**src/rtl/batchnorm2d_seq.sv**
```systemverilog
// batchnorm2d_seq: sequential per-channel batch-norm over a CH x IN_H x IN_W element stream.
// Optional macro BATCHNORM2D_SEQ_SAT_EN saturates the stage-2 result instead of wrapping it.
module batchnorm2d_seq #(
  parameter int CH    = 1,
  parameter int IN_H  = 1,
  parameter int IN_W  = 1,
  parameter int WIDTH = 16,
  parameter int FRAC  = 8,
  localparam int CW   = (CH > 1) ? $clog2(CH) : 1
) (
  input  logic             clk,
  input  logic             rst,
  input  logic             cfg_we,
  input  logic             cfg_sel,
  input  logic [CW-1:0]    cfg_addr,
  input  logic [WIDTH-1:0] cfg_data,
  input  logic             start,
  output logic             busy,
  output logic             done,
  input  logic             in_valid,
  output logic             in_ready,
  input  logic [WIDTH-1:0] in_data,
  output logic             out_valid,
  input  logic             out_ready,
  output logic [WIDTH-1:0] out_data,
  output logic [CW-1:0]    out_ch
);
  localparam int NPIX = IN_H * IN_W;
  localparam int PW   = (NPIX > 1) ? $clog2(NPIX) : 1;
  localparam int AW   = 2 * WIDTH + 1;
  localparam logic [PW-1:0] PIX_MAX = PW'(NPIX - 1);
  localparam logic [CW-1:0] CH_MAX  = CW'(CH - 1);
  localparam int HS = (FRAC > 0) ? FRAC - 1 : 0;
  localparam logic [AW-1:0] HALF = (FRAC > 0) ? (AW'(1) << HS) : '0;

  // state | meaning
  // IDLE  | waiting for start; config writes accepted
  // RUN   | accepting input elements
  // DRAIN | all elements accepted, pipeline emptying
  // DONE  | one-cycle completion pulse
  typedef enum logic [1:0] {IDLE, RUN, DRAIN, DONE} state_t;
  state_t state;

  logic signed [WIDTH-1:0] scale_r [2**CW];
  logic signed [WIDTH-1:0] bias_r  [2**CW];
  logic [PW-1:0] pix;
  logic [CW-1:0] ch;
  logic          v1, v2;
  logic signed [AW-1:0] acc1;
  logic [CW-1:0]        ch1;
  logic                 stall, accept, last_elem;
  logic signed [2*WIDTH-1:0] prod;
  logic signed [AW-1:0]      acc, mag, rnd;
  logic [WIDTH-1:0]          narrow;
  logic signed [WIDTH-1:0]   bsel;

  assign stall     = out_valid && !out_ready;
  assign in_ready  = (state == RUN) && !stall;
  assign accept    = in_valid && in_ready;
  assign last_elem = (pix == PIX_MAX) && (ch == CH_MAX);
  assign out_valid = v2;

`ifdef BATCHNORM2D_SEQ_SAT_EN
  localparam logic signed [AW-1:0] SMAX = {{(AW-WIDTH+1){1'b0}}, {(WIDTH-1){1'b1}}};
  localparam logic signed [AW-1:0] SMIN = ~SMAX;
  logic signed [AW-1:0] res;
`endif

  always_comb begin
    bsel = bias_r[ch];
    prod = $signed(in_data) * scale_r[ch];
    acc  = {{(AW-2*WIDTH){prod[2*WIDTH-1]}}, prod}
         + ({{(AW-WIDTH){bsel[WIDTH-1]}}, bsel} <<< FRAC);
    // Round half away from zero on the magnitude, then restore the sign.
    mag  = acc1[AW-1] ? -acc1 : acc1;
    rnd  = (mag + HALF) >> FRAC;
`ifdef BATCHNORM2D_SEQ_SAT_EN
    res  = acc1[AW-1] ? -rnd : rnd;
    if (res > SMAX)      narrow = SMAX[WIDTH-1:0];
    else if (res < SMIN) narrow = SMIN[WIDTH-1:0];
    else                 narrow = res[WIDTH-1:0];
`else
    narrow = WIDTH'(acc1[AW-1] ? -rnd : rnd);
`endif
  end

  always_ff @(posedge clk or posedge rst) begin
    if (rst) begin
      for (int i = 0; i < 2**CW; i++) begin
        scale_r[i] <= '0;
        bias_r[i]  <= '0;
      end
    end else if (cfg_we && state == IDLE && ({1'b0, cfg_addr} < (CW+1)'(CH))) begin
      if (cfg_sel) bias_r[cfg_addr]  <= cfg_data;
      else         scale_r[cfg_addr] <= cfg_data;
    end
  end

  always_ff @(posedge clk or posedge rst) begin
    if (rst) begin
      v1       <= 1'b0;
      v2       <= 1'b0;
      acc1     <= '0;
      ch1      <= '0;
      out_data <= '0;
      out_ch   <= '0;
    end else if (!stall) begin
      v1 <= accept;
      if (accept) begin
        acc1 <= acc;
        ch1  <= ch;
      end
      v2 <= v1;
      if (v1) begin
        out_data <= narrow;
        out_ch   <= ch1;
      end
    end
  end

  always_ff @(posedge clk or posedge rst) begin
    if (rst) begin
      state <= IDLE;
      pix   <= '0;
      ch    <= '0;
      busy  <= 1'b0;
      done  <= 1'b0;
    end else begin
      done <= 1'b0;
      case (state)
        IDLE: if (start) begin
          state <= RUN;
          busy  <= 1'b1;
          pix   <= '0;
          ch    <= '0;
        end
        RUN: if (accept) begin
          if (pix == PIX_MAX) begin
            pix <= '0;
            ch  <= ch + 1'b1;
          end else begin
            pix <= pix + 1'b1;
          end
          if (last_elem) state <= DRAIN;
        end
        // Leave on the edge that retires the final output so done follows it directly.
        DRAIN: if (!v1 && (!v2 || out_ready)) begin
          state <= DONE;
          busy  <= 1'b0;
          done  <= 1'b1;
        end
        DONE:    state <= IDLE;
        default: state <= IDLE;
      endcase
    end
  end
endmodule
```
**config.mk**
```make
export PLATFORM = sky130hd
export DESIGN_NAME = batchnorm2d_seq
export DESIGN_NICKNAME = d
export VERILOG_FILES = /design/src/rtl/batchnorm2d_seq.sv
export SDC_FILE = /design/constraint.sdc
export NUM_CORES = 1
export LEC_CHECK = 0
export CORE_ASPECT_RATIO = 0.8
export CORE_UTILIZATION = 50
export CTS_BUF_LIST = sky130_fd_sc_hd__clkbuf_2
export DETAILED_ROUTE_END_ITERATION = 16
export GPL_TIMING_DRIVEN = 1
export MAX_ROUTING_LAYER = met4
export PLACE_DENSITY = 0.67
export SYNTH_ARGS = -nofsm -noshare
export SYNTH_HDL_FRONTEND = slang
export SYNTH_SLANG_ARGS = --single-unit
```
**constraint.sdc**
```tcl
create_clock -name clk -period 10.2 [get_ports clk]
set_input_delay 2.04 -clock clk [delete_from_list [all_inputs] [get_ports clk]]
set_output_delay 2.04 -clock clk [all_outputs]
set_load 0.1 [all_outputs]
```
# [Word-level counts from Yosys, hierarchy flattened]
# Cells that the tools add are included.
# Widths: inputs -> output; s select.
[op_classes] add_sub_neg=6 n_mul=1 n_lt_le_gt_ge=4 n_eq_ne=8 muxes=29 n_bitwise=6 n_reduce_logical=24
[ops] cell="$mux 16" count=8
[ops] cell="$bwmux 32" count=2
[ops] cell="$add 32x24->33" count=1
[ops] cell="$mul 16x16->32" count=1
[ops] cell="$add 24x8->24 const B" count=1
[ops] cell="$mux 24" count=1
[ops] cell="$neg 24->24" count=1
[ops] cell="$demux 16 s1" count=1
[ops] cell="$neg 16->16" count=1
[ops] cell="$ne 2x2->1 const B" count=5
[ops] cell="$mux 1" count=9
[ops] cell="$logic_and 1x1->1" count=8
[ops] cell="$mux 2" count=4
[ops] cell="$pmux 2 s4" count=1
[ops] cell="$reduce_and 2->1" count=4
[ops] cell="$reduce_and 4->1" count=2
[ops] cell="$pmux 1 s2" count=3
[ops] cell="$reduce_and 3->1" count=2
[ops] cell="$eq 2x2->1 const B" count=2
[ops] cell="$ge 2x2->1 const B" count=2
[ops] cell="$logic_not 1->1" count=4
[ops] cell="$not 1->1" count=4
[ops] cell="$not 1->2" count=2
[ops] cell="$reduce_bool 2->1" count=2
[ops] cell="6 further kinds" count=7
[totals] register_bits=123 input_bits=40 output_inout_bits=21 word_cells=93

# [Longest topological paths before layout]
# Gate-level depths: netlist of run 1.
[logic_depth] word_depth=7 depth_mapped=27 ltp_nobuf=24

# [Least setup slack after synthesis of run 1]
# OpenSTA, ideal clock, no wires.
[synth_path] path_type="input port to flip-flop" start="input port in_data[8]" end="register acc1[22]" setup_ps=133 arrival_time_ps=7573 slack_ps=2494 cell_stages=23 n_path_buf=1 cell_sequence="clkbuf_1 and2_1 fa_1 inv_1 fa_1 fa_1 inv_1 fa_1 fa_1 inv_1 fa_1 inv_1 ha_1 a21o_1 a21oi_1 o21a_1 o31ai_1 o311ai_0 a211oi_1 a21oi_1 o21ai_0 xnor2_1 o21ai_0"
[synth_via] elab_chain_cells=2
[synth_rtl] item="start: declaration" line="22" text="input logic [WIDTH-1:0] in_data,"
[synth_rtl] item="$mul 16x16->32" line="71" text="prod = $signed(in_data) * scale_r[ch];"
[synth_rtl] item="$add 32x24->33" line="73" text="+ ({{(AW-WIDTH){bsel[WIDTH-1]}}, bsel} <<< FRAC);"
[synth_rtl] item="end signal: assignment" line="103" text="acc1 <= '0;"
[synth_rtl] item="end signal: assignment" line="110" text="acc1 <= acc;"
[synth_rtl] item="end: declaration" line="49" text="logic signed [AW-1:0] acc1;"
# No other way between the ends.
# A chain may end at the register's enable or synchronous reset.

# [Worst setup path after layout of run 1]
[layout_path] start="input port in_data[7]" end="register acc1[22]"
# The elaborated chain is that of the path after synthesis.

==> results of run 1 <==
cells by family (layout without fill, tap and decap cells):
logic type               count (synthesis)  in the layout  share of synthesized area, %
AO/OA/AOI/OAI                          150            150                          6.32
XOR/XNOR                                64             64                          3.66
adder cells (fa/ha/maj)                376            376                          42.5
buffers and inverters                  420            429                          9.95
flip-flops                             114            114                          17.7
multiplexers                            77             77                          5.32
AND/OR/NAND/NOR                        468            468                          14.5
metal layers:
metal  track usage (%)  wire length (um)  up-vias  part of all wire (%)
met3              3.06              1270       43                   3.7
met4              5.91               578        0                   1.7
met1              30.2             15300     5680                    44
met5                 -                 0        -                     0
li1                  -                 -     5127                     -
met2              38.9             17600      202                    51
final cells by class:
| type | instances | area (um^2) | share of cell area [%] |
|---|---|---|---|
| clock buffers | 20 | 100 | 0.583 |
| well taps | 420 | 526 | 3.06 |
| flip-flops and latches | 114 | 2850 | 16.6 |
| inverters | 321 | 1210 | 7.03 |
| clock inverters | 12 | 139 | 0.809 |
| multi-input cells | 1135 | 11600 | 67.7 |
| repair buffers | 76 | 721 | 4.20 |
per-stage QoR:
step                instances  instance area, um^2  setup slack (ns)  utilization [%]  hold WS, ns
global placement         2066                16900              1.30             53.8        0.360
global route             2098                17200              1.57             54.5        0.409
detailed placement       2066                16900              1.17             53.8        0.362
CTS                      2098                17200              1.92             54.5        0.395
floorplan                1669                16100              2.49                -        0.424
finish                   2098                17200              1.87             54.5        0.392
cell usage in the layout, fill, tap and decap left out, types with 4 or more instances in the layout:
cell	synthesis	routed
or3_1	6	6
clkinv_2	0	5
mux2_2	68	68
fa_1	283	283
or2_2	8	8
nor2b_1	21	21
clkbuf_2	0	20
and3_1	6	6
nand3_1	12	12
nor3_1	12	11
o211ai_1	8	8
buf_4	2	16
a21oi_1	22	22
o31ai_1	4	4
mux2i_1	9	9
ha_1	93	93
and2_1	96	96
nor2_1	41	41
inv_1	321	320
xor2_1	20	20
xnor2_1	42	42
a32oi_1	4	4
nand2_1	217	217
o21ai_0	52	52
nand2b_1	11	11
dfrtp_1	114	114
a31oi_1	8	8
nand4_1	11	11
o21a_1	7	7
clkdlybuf4s50_1	0	60
a21o_1	11	11
state kept, by name (all words and copies together), names as in the netlist:
signal / count
ch1: 1
acc1: 25
out_valid: 1
state: 2
out_data: 16
out_ch: 1
bias_r: 32
v1: 1
busy: 1
scale_r: 32
ch: 1
done: 1
worst paths after layout:
kind / end / slack, ns / depth (start not counted) / startpoint
worst max-delay path: acc1[22] / 1.87 / 23 / in_data[7]
worst min-delay path: scale_r[9] / 0.39 / 0 / scale_r[9]
worst max register to register: acc1[22] / 2.42 / 23 / ch
worst min register to register: scale_r[9] / 0.39 / 0 / scale_r[9]
max in group asynchronous: acc1[3] / 7.14 / 3 / rst
min in group asynchronous: bias_r[7] / 1.72 / 2 / rst
critical path, cell delays in order:
cell,delay (ns)
clkdlybuf4s50_1,0.73
and2_1,0.31
fa_1,0.50
inv_1,0.05
fa_1,0.49
fa_1,0.51
inv_1,0.05
fa_1,0.46
fa_1,0.54
inv_1,0.05
fa_1,0.53
inv_1,0.04
ha_1,0.34
a21o_1,0.18
a21oi_1,0.22
o21a_1,0.16
o31ai_1,0.11
o311ai_0,0.67
a211oi_1,0.23
a21oi_1,0.29
o21ai_0,0.15
xnor2_1,0.14
o21ai_0,0.13
==> impl_metrics.ini, run 1 <==
[setup_path]
critPathLaunchType = input pin
cp_max_fo = 16
setup.worst_path.end_class = register
arrival_worst_endpoint_ns = 8.94
cp_data_required_time_ns = 10.81
worst-setup-path-type = in2reg

[synthesis]
synthesis.area_mm2 = 0.0161
postSynthCellCount = 1669
synth_ff_type = dfrtp_1
ys_async_sr_fraction_pct = 100
warnings_from_yosys = 0
synth_nets = 2085
synth-seq-cells = 114
netlist.top_cell.by_area = fa_1
syn_avg_cell_area_um2 = 9.63
yosys.cell_types.count = 75
ys_top_cells_by_area = fa_1 35%, dfrtp_1 18%, inv_1 7.5%, ha_1 7.2%, nand2_1 5.1%
yosysTopAreaCellShare_pct = 35.2
yosysMostFrequentCell = inv_1
synth_edf_count = 0
ys_seq_area_share_pct = 17.7
netlist_top_cells_count = 321 x inv_1, 283 x fa_1, 217 x nand2_1

[clock_network]
cts.repair_timing.setup_buffer_count = 0
post_cts_resized = 0
count_of_hold_buffers_inserted_by_post_cts_repair = 0
cts-htree-levels = 4
root_buffer = clkbuf_2
clk_latency_ns = 0.67
cts_inserted_buffers = 17
clk_transition_reported_paths_ns = 0.18
numClockSinks = 114
clock_tree.buffer_depth = 2
cts_tree = done

[global_route]
grt-ovfl-total = 0
grt_first_pass_wirelength_um = 58500
antenna_violations_before_repair = 1
grt_use_total_pct = 23.3
first_global_vias = 11800
grt_start_max_net_pins = 76

[floorplan]
design.die.area_mm2 = 0.0329
io_pins = 61
placement_rows = 58
core_mm2 = 0.0315
die-height_um = 162
initial_core_util_pct = 51.0
horiz_die_dim_um = 202

[drt]
drt-total-wl_um = 34700
drc_violation_total_after_the_first_tritonroute_iteration = 568
wirelength_per_cell_um = 16.5
ant_nets = 0
vias = 11100
post_drt_via_cell_ratio = 5.27
drt_drc_violations_left = 0
detail_route.first_pass.iterations = 5

[job]
maxCapViolations = 0

[sta]
slew_viol_final = 0
final_min_period_over_clock_period_pct = 81.7
totalNegativeSetupSlack_ns = 0
rsz0062_at_grt = no
setup_viol = 0
final.setup_skew_ns = 0.0299
worst-slew-pin-transition_ns = 0.987
min_period_ns = 8.33
max_freq_mhz = 120
final_hold_viol_count = 0
worst_case_headroom_to_the_max_slew_limit_pct = 34.0

[min_path]
min_path_type = reg2reg

[finish]
synthToLayoutAreaGrowth_pct = 6.83
n_fill_cell = 2871
antenna_cells_inserted = 0
nets = 2081
post_route_cells_drive_above_1_share_pct = 8.40

[place]
detailed_place_hpwl_um = 28200
routabilityCongestion = 0.828
io_buffer_count = 60

[status]
outcome = finished, final reports clean
Power of run 1 is left out: the tool's default activity adds up to more than one toggle a clock period on the data nets, which glitch-free logic cannot reach.
==> run 2: changes to the inputs <==
clock period = 8 ns   (was 10.2 ns; I/O delays follow)
==> run 2 against run 1 <==
  * Worst hold slack gained 0.0038 ns
  * Clock skew fell by 0.0050 ns
  * Via count rose by 1.1%
  * Routed wire length is 2.6% higher
==> impl_metrics.ini, run 2 (synthesis results as in run 1) <==
[finish]
layout_commonest_cell = inv_1
multi_input_gate_area_in_the_final_layout_mm2 = 0.0116
seq_area_mm2 = 0.00285
n_fill_cell = 2824
nets = 2113
post_route_cells_drive_above_1_share_pct = 10.2
reg.largest.list = bias_r (32), scale_r (32), acc1 (25)
final_cell_mix = 320 x inv_1, 283 x fa_1, 217 x nand2_1
layoutNonFillerInstCount = 2130
synthToLayoutAreaGrowth_pct = 8.75
antenna_cells_inserted = 0

[floorplan]
core_mm2 = 0.0315
initial_core_util_pct = 51.0
placement_rows = 58
die-height_um = 162
design.die.area_mm2 = 0.0329
horiz_die_dim_um = 202
io_pins = 61

[sta]
setup_viol = 0
final.setup_skew_ns = 0.0249
slew_viol_final = 0
final_min_period_over_clock_period_pct = 91.4
final_hold_viol_count = 0
totalNegativeSetupSlack_ns = 0
worst-slew-pin-transition_ns = 0.979
min_period_ns = 7.31
max_freq_mhz = 137
worst_case_headroom_to_the_max_slew_limit_pct = 34.5
rsz0062_at_grt = no

[global_route]
antenna_violations_before_repair = 0
grt_first_pass_wirelength_um = 60200
grt-ovfl-total = 0
grt_use_total_pct = 23.9
grt_start_max_net_pins = 59
first_global_vias = 12000

[drt]
vias = 11200
detail_route.wirelength.met1_um = 16100
met3_wirelength_um = 1090
ant_nets = 0
wirelength_per_cell_um = 16.7
drt_drc_violations_left = 0
detail_route.first_pass.iterations = 4
drt-total-wl_um = 35600
maxUsedRoutingLayer = met4
post_drt_via_cell_ratio = 5.25
met2_wirelength_um = 18000
drc_violation_total_after_the_first_tritonroute_iteration = 518

[setup_path]
crit_start = in_data[3]
arrival_worst_endpoint_ns = 7.92
rr_endpoint = acc1[23]
crit_end = acc1[23]
setup.worst_path.end_class = register
reg2reg_depth = 24
cp_data_required_time_ns = 8.60
r2r-start = ch
timing.reg2reg.setup_slack_ns = 0.75
worst-setup-path-type = in2reg
cp_max_fo = 11
critPathLaunchType = input pin

[clock_network]
root_buffer = clkbuf_2
post_cts_resized = 0
cts-htree-levels = 4
count_of_hold_buffers_inserted_by_post_cts_repair = 0
cts.repair_timing.setup_buffer_count = 0
cts_inserted_buffers = 17
clk_latency_ns = 0.68
clk_transition_reported_paths_ns = 0.21
clock_tree.buffer_depth = 2
cts_tree = done
numClockSinks = 114

[place]
routabilityCongestion = 0.858
io_buffer_count = 60
detailed_place_hpwl_um = 29700
place_inst = 2098

[job]
maxCapViolations = 0

[min_path]
min_path_type = reg2reg

[status]
outcome = finished, final reports clean
run 2: cell count changes in the layout (fill, tap and decap cells not counted), moves of 2 or more:
cell and change:
clkbuf_2 -3, clkinvlp_4 +2, clkinv_1 -2, clkinv_2 -4, clkinv_4 +5, buf_4 +31
run 2: final cells by class:
cell class | instances | share of cell area [%]
well taps | 420 | 3.01
inverters | 321 | 6.91
repair buffers | 108 | 5.57
clock inverters | 15 | 1.20
multi-input cells | 1135 | 66.5
flip-flops and latches | 114 | 16.3
clock buffers | 17 | 0.487
run 2: layer usage:
metal / track usage, % / vias up
met5: - / -
met4: 4.20 / 0
met3: 2.40 / 25
met2: 39.8 / 200
met1: 32.4 / 5771
li1: - / 5181
run 2: worst min path at each step:
stage | startpoint | endpoint | slack, ns | cells after the start
CTS | scale_r[5] | scale_r[5] | 0.40 | 0
detailed placement | bias_r[15] | bias_r[15] | 0.36 | 0
finish | bias_r[14] | bias_r[14] | 0.40 | 0
global route | bias_r[13] | bias_r[13] | 0.41 | 0
global placement | scale_r[9] | scale_r[9] | 0.36 | 0
floorplan | bias_r[0] | bias_r[0] | 0.42 | 1
run 2: critical path: stages:
cell,delay [ns]
clkdlybuf4s50_1,0.67
buf_4,0.29
and2_1,0.15
fa_1,0.49
inv_1,0.06
fa_1,0.53
inv_1,0.05
fa_1,0.49
fa_1,0.44
fa_1,0.49
inv_1,0.05
fa_1,0.53
inv_1,0.04
ha_1,0.32
o21ai_0,0.17
nand2b_1,0.11
nand2_1,0.08
nor2_1,0.04
a21oi_1,0.13
o21a_1,0.20
o21ai_0,0.13
a2111oi_0,0.57
nor4_1,0.13
nand3b_1,0.18
run 2: stage by stage:
| stage | utilization [%] | instance area, um^2 | setup slack [ns] | hold WS [ns] |
|---|---|---|---|---|
| 3_5_place_dp | 54.6 | 17200 | -0.0319 | 0.362 |
| 3_3_place_gp | 54.6 | 17200 | 0.0417 | 0.360 |
| 5_1_grt | 55.5 | 17500 | 0.197 | 0.405 |
| 2_1_floorplan | - | 16100 | 0.734 | 0.424 |
| 6_report | 55.5 | 17500 | 0.686 | 0.395 |
| 4_1_cts | 55.5 | 17500 | 0.735 | 0.400 |
Power of run 2 is left out for the same reason.
